--- config.mk ---
export PLATFORM = sky130hd
export DESIGN_NAME = muldiv_unit
export DESIGN_NICKNAME = d
export VERILOG_FILES = /design/src/rtl/muldiv_unit.sv
export SDC_FILE = /design/constraint.sdc
export NUM_CORES = 1
export LEC_CHECK = 0
export ABC_AREA = 0
export BUFFER_PORTS_ARGS = -buffer_cell sky130_fd_sc_hd__buf_2
export CORE_ASPECT_RATIO = 0.6
export CORE_MARGIN = 1
export CORE_UTILIZATION = 23
export DETAILED_ROUTE_END_ITERATION = 10
export SETUP_SLACK_MARGIN = 0.2
export SLEW_MARGIN = 5
export SYNTH_ARGS = -nofsm -noshare
export SYNTH_HDL_FRONTEND = slang
export SYNTH_SLANG_ARGS = --single-unit
--- constraint.sdc ---
create_clock -name clk -period 2.9 [get_ports clk]
set_input_delay 0.145 -clock clk [delete_from_list [all_inputs] [get_ports clk]]
set_output_delay 0.145 -clock clk [all_outputs]
set_load 0.02 [all_outputs]
--- src/rtl/muldiv_unit.sv ---
// muldiv_unit: iterative RV32M multiply/divide unit with a fixed 34-cycle
// turnaround. A 32-step shift-add multiplier and a 32-step restoring divider
// share one hi/lo working register pair; operands are reduced to magnitudes
// on accept and the sign is restored when the result is written.
// Build option: define MULDIV_DIV_EN to include the divider. Without it,
// divide/remainder ops still complete on schedule but flag illegal_op.
module muldiv_unit #(
  parameter int XLEN = 32
) (
  input  logic            clk,
  input  logic            rst,
  input  logic            start,
  input  logic [2:0]      op,
  input  logic [XLEN-1:0] rs1_val,
  input  logic [XLEN-1:0] rs2_val,
  input  logic [4:0]      rd_in,
  output logic            busy,
  output logic            done,
  output logic [XLEN-1:0] result,
  output logic [4:0]      rd_out,
  output logic            we,
  output logic            illegal_op
);

  typedef enum logic [1:0] {IDLE, CALC, DONE} state_t;

  state_t state, state_n;
  logic [5:0] cnt;

  logic accept, iterate, finish;

  // Latched operation context and working registers
  logic [2:0]      op_p0;
  logic [4:0]      rd_p0;
  logic [XLEN-1:0] m_p0;
  logic            neg_q_p0;
  logic [XLEN-1:0] hi_p1, lo_p1;
  logic [XLEN-1:0] hi_n, lo_n;
`ifdef MULDIV_DIV_EN
  logic            neg_r_p0;
  logic            divz_p0;
  logic [XLEN-1:0] rs1_p0;
`endif

  // Operand sign interpretation and magnitudes at accept time
  logic            a_sgn, b_sgn, a_neg, b_neg;
  logic [XLEN-1:0] a_mag, b_mag;

  logic [2*XLEN-1:0] prod_fin;
  logic [XLEN-1:0]   res_mul, res_div, res_fin;

  function automatic logic [XLEN-1:0] cond_neg32(input logic [XLEN-1:0] v, input logic neg);
    return neg ? (~v + 1'b1) : v;
  endfunction

  function automatic logic [2*XLEN-1:0] cond_neg64(input logic [2*XLEN-1:0] v, input logic neg);
    return neg ? (~v + 1'b1) : v;
  endfunction

  assign a_sgn  = op[2] ? ~op[0] : ((op[1:0] == 2'b01) || (op[1:0] == 2'b10));
  assign b_sgn  = op[2] ? ~op[0] : (op[1:0] == 2'b01);
  assign a_neg  = a_sgn & rs1_val[XLEN-1];
  assign b_neg  = b_sgn & rs2_val[XLEN-1];
  assign a_mag  = cond_neg32(rs1_val, a_neg);
  assign b_mag  = cond_neg32(rs2_val, b_neg);

  assign accept  = (state == IDLE) && start;
  assign iterate = (state == CALC) && (cnt != 6'(XLEN));
  assign finish  = (state == CALC) && (cnt == 6'(XLEN));

  // State register and iteration counter
  always_ff @(posedge clk) begin
    if (rst) begin
      state <= IDLE;
      cnt   <= '0;
    end else begin
      state <= state_n;
      if (state == IDLE)
        cnt <= '0;
      else if (iterate)
        cnt <= cnt + 6'd1;
    end
  end

  // Next-state logic: 32 iterations in CALC, then one DONE cycle
  always_comb begin
    state_n = state;
    case (state)
      IDLE:    if (start) state_n = CALC;
      CALC:    if (cnt == 6'(XLEN)) state_n = DONE;
      DONE:    state_n = IDLE;
      default: state_n = IDLE;
    endcase
  end

  // One iteration step: shift-add for multiply, restoring step for divide
  always_comb begin
    logic [XLEN:0] sum;
    logic [XLEN:0] shifted;
    logic          ge;
    hi_n    = hi_p1;
    lo_n    = lo_p1;
    sum     = '0;
    shifted = '0;
    ge      = 1'b0;
    if (!op_p0[2]) begin
      sum  = {1'b0, hi_p1} + {1'b0, (lo_p1[0] ? m_p0 : '0)};
      hi_n = sum[XLEN:1];
      lo_n = {sum[0], lo_p1[XLEN-1:1]};
    end else begin
`ifdef MULDIV_DIV_EN
      shifted = {hi_p1, lo_p1[XLEN-1]};
      ge      = shifted >= {1'b0, m_p0};
      hi_n    = ge ? (shifted[XLEN-1:0] - m_p0) : shifted[XLEN-1:0];
      lo_n    = {lo_p1[XLEN-2:0], ge};
`endif
    end
  end

  // Operand capture on accept, working registers advance during CALC
  always_ff @(posedge clk) begin
    if (accept) begin
      op_p0    <= op;
      rd_p0    <= rd_in;
      m_p0     <= op[2] ? b_mag : a_mag;
      neg_q_p0 <= a_neg ^ b_neg;
      hi_p1    <= '0;
      lo_p1    <= op[2] ? a_mag : b_mag;
`ifdef MULDIV_DIV_EN
      neg_r_p0 <= a_neg;
      divz_p0  <= (rs2_val == '0);
      rs1_p0   <= rs1_val;
`endif
    end else if (iterate) begin
      hi_p1 <= hi_n;
      lo_p1 <= lo_n;
    end
  end

  // Sign fix and result selection
  always_comb begin
    prod_fin = cond_neg64({hi_p1, lo_p1}, neg_q_p0);
    res_mul  = (op_p0[1:0] == 2'b00) ? prod_fin[XLEN-1:0] : prod_fin[2*XLEN-1:XLEN];
`ifdef MULDIV_DIV_EN
    if (op_p0[1])
      res_div = divz_p0 ? rs1_p0 : cond_neg32(hi_p1, neg_r_p0);
    else
      res_div = divz_p0 ? '1 : cond_neg32(lo_p1, neg_q_p0);
`else
    res_div  = '0;
`endif
    res_fin  = op_p0[2] ? res_div : res_mul;
  end

  // Write-back registers load on entry to DONE and hold afterwards
  always_ff @(posedge clk) begin
    if (rst) begin
      result <= '0;
      rd_out <= '0;
    end else if (finish) begin
      result <= res_fin;
      rd_out <= rd_p0;
    end
  end

  assign busy = (state != IDLE);
  assign done = (state == DONE);
`ifdef MULDIV_DIV_EN
  assign illegal_op = 1'b0;
`else
  assign illegal_op = done & op_p0[2];
`endif
  assign we = done & (rd_out != 5'd0) & ~illegal_op;

endmodule

==> impl_metrics.ini <==
[status]
status = finished, violations left
violations = negative setup slack

[place]
post_dp_cell_area_mm2 = 0.01299
dp_hpwl_um = 32710
io_buffers = 115
gp_congestion = 0.9550
dp_slack_ns = -0.2009
dpl.cell_count = 2103

[route]
post_drt_via_cell_ratio = 4.992
drtPass1Iterations = 5
vias = 10833
drt_iter0_markers = 1092
drt_wl_total_um = 41800
postRouteAntennaNets = 0
wl_per_cell_um = 19.26
drcViolationCount = 0

[yosys]
post-synth-top-count-cell = nand2_1
yosysTopAreaCell = edfxtp_1
yosys_warnings = 0
synth.top_cells.by_area = edfxtp_1 (21%), dfxtp_1 (15%), xnor2_1 (6.6%)
ys_types = 64
synth_fp_nets = 1400
syn_inst = 1286
ys_dominant_reg_cell = dfxtp_1
synth_edf_count = 73
synth_common_cells = nand2_1 (143), a21oi_1 (126), nor2_1 (116), o21ai_0 (102), xnor2_1 (80)
syn-cell-area_mm2 = 0.01061
yosysSeqAreaShare = 0.3520
avgSynthCellArea_um2 = 8.249
synth_top_area_share = 0.2067
ys_ff_latch = 150
synthArstFlopShare = 0

[timing]
setup_viol = 17
relSlewSlack = 0.4830
rsz0062_at_grt = yes
hold_viol = 0
clock.fmax_mhz = 330.2
fin_ws_ns = -0.1283
slew_violations = 0
fin_crit_ns = 3.028
fin_skew_ns = 0.009449
worst_pin_slew_ns = 0.7727
post-route-period-util = 1.044

[min_path]
hold_path_class = in2reg
min_path_cells = 2
worstHoldStart = rst
hold_end = rd_out[4]

[power]
cellInternalPower_mw = 4.720
p_per_area_mw_per_mm2 = 498.9
clock_power_share = 0.306
p_leak_nw = 5.856
vdd_drop_max_mv = 0.4167
combinationalPowerShare = 0.343
pwr-share-seq = 0.352
p_switching_mw = 2.677
p_sw_frac = 0.3619

[worst_setup_path]
r2r_slack_ns = -0.13
critical_path_class = reg2reg
path_max_fanout = 8
timing.rr.start = lo_p1[0]
start_kind = flip-flop
crit-reg2reg-capture = hi_p1[29]
cp-end-kind = flip-flop
arrival_ns = 3.37
worstRegToRegCells = 12
cp.required_ns = 3.25

[die]
fp-row-count = 60
die_y_um = 168.4
fp.dieW_um = 279.3
core-area_mm2 = 0.04512
dieArea_mm2 = 0.04701
ioPinCount = 116
initial_utilization = 0.2351

[cts]
cts_max_level = 4
max-clock-path-buffers = 2
clkLatencyLatePin_ns = 0.45
cts.sinks = 150
path_clk_slew_ns = 0.07
cts_tree = yes
root_buffer = clkbuf_16
cts_buffers = 17

[final_layout]
fin_area_mm2 = 0.01483
fin_nets = 1650
final_cells = 2170
final_layout_size_suffix_gt1_frac = 0.3054
area_growth_pct = 39.77

[global_routing]
grt_max_degree = 71
grt_pass1_wl_um = 61950
grt_pass1_vias = 9973
antenna_found_initial = 3
grt_overflow_total = 0
grt.total_usage = 0.1756

[job]
cap_violations = 0
==> cell usage in the layout, fill, tap and decap left out, types with 10 or more instances in the layout <==
cell type,instances
buf_4,149
nand2_1,137
buf_2,116
nor2_1,114
a21oi_1,111
dfxtp_1,77
xnor2_1,73
edfxtp_1,73
xor2_1,62
o21ai_0,59
o21ai_1,34
and2_1,29
or3_1,28
nand3_1,28
nor3_1,27
inv_1,24
a21o_1,24
ha_1,22
buf_6,21
o21ai_2,18
clkbuf_16,18
o31ai_1,13
mux2i_1,13
a21oi_2,13
ha_4,13
o31ai_4,12
nor4_1,10
a22oi_1,10
==> worst max path at each step <==
| stage | cells past startpoint | end | startpoint |
|---|---|---|---|
| floorplan | 9 | result[9] | lo_p1[13] |
| global placement | 8 | result[19] | lo_p1[13] |
| detailed placement | 10 | result[2] | lo_p1[13] |
| CTS | 8 | result[21] | lo_p1[13] |
| global route | 12 | hi_p1[29] | lo_p1[0] |
| finish | 12 | hi_p1[29] | lo_p1[0] |
==> through the flow <==
step           utilization  power [mW]  hold slack [ns]  TNS [ns]
6_report            0.3286       7.397          0.05094    -1.003
4_1_cts             0.3189       7.251          0.02460   -0.7511
3_3_place_gp        0.2879       4.758           0.3350    -1.905
5_1_grt             0.3286       7.691          0.05607    -3.197
3_5_place_dp        0.2879       4.787           0.3283    -2.788
2_1_floorplan            -       3.836           0.2439   -0.8644
==> power groups by stage <==
stage / clock, mW / combinational, mW / sequential, mW
6_report: 2.26 / 2.54 / 2.60
3_5_place_dp: 0 / 2.16 / 2.63
4_1_cts: 2.30 / 2.36 / 2.59
5_1_grt: 2.37 / 2.71 / 2.62
2_1_floorplan: 0 / 1.22 / 2.61
3_3_place_gp: 0 / 2.13 / 2.63
==> registers in the layout, summed over array words and instances, names as in the netlist <==
| register | flops |
|---|---|
| m_p0 | 32 |
| op_p0 | 3 |
| state | 2 |
| lo_p1 | 32 |
| result | 32 |
| rd_p0 | 5 |
| neg_q_p0 | 1 |
| rd_out | 5 |
| hi_p1 | 32 |
| cnt | 6 |
==> area by class of cell <==
class	count	area (µm²)
multi-input cells	1041	7477
well taps	620	775.7
clock inverters	13	132.6
clock buffers	19	454.2
diodes	1	2.502
inverters	26	97.59
fillers	4633	30290
repair buffers	300	2153
flip-flops and latches	150	3734
==> kinds of logic (layout without fill, tap and decap cells) <==
| group | count (synthesis) | count (layout) | synth area share |
|---|---|---|---|
| XOR/XNOR | 146 | 146 | 0.1205 |
| AO/OA/AOI/OAI | 379 | 379 | 0.2202 |
| adder cells (fa/ha/maj) | 39 | 39 | 0.04671 |
| multiplexers | 16 | 16 | 0.01545 |
| buffers and inverters | 95 | 358 | 0.03468 |
| flip-flops | 150 | 150 | 0.3520 |
| other | 0 | 1 | 0 |
| AND/OR/NAND/NOR | 461 | 461 | 0.2104 |
==> critical path: stages, from the launching register on <==
cell       delay, ns
edfxtp_1        0.42
buf_6           0.17
buf_12          0.13
and2_4          0.16
ha_4            0.24
a21o_1          0.16
a21o_1          0.15
a21o_1          0.21
a2111oi_4       0.35
o21ai_2         0.13
a31o_2          0.24
or3_1           0.34
a31o_2          0.23
==> repair_timing <==
action                                  CTS  global route
buffers inserted                         16             9
gates resized for setup                 121            78
pin swaps                                57            69
hold endpoints to repair                  7             0
cloned                                    2             0
hold buffers                              7             0
endpoints found under the setup margin   48            51
==> metal layers <==
layer,up-vias,routed length (µm),track usage
li1,5163,-,-
met1,5149,20340,0.2582
met2,489,15850,0.2290
met3,32,5117,0.07938
met4,0,505,0.03368
met5,-,0,0
(Power assumes the default switching activity.)
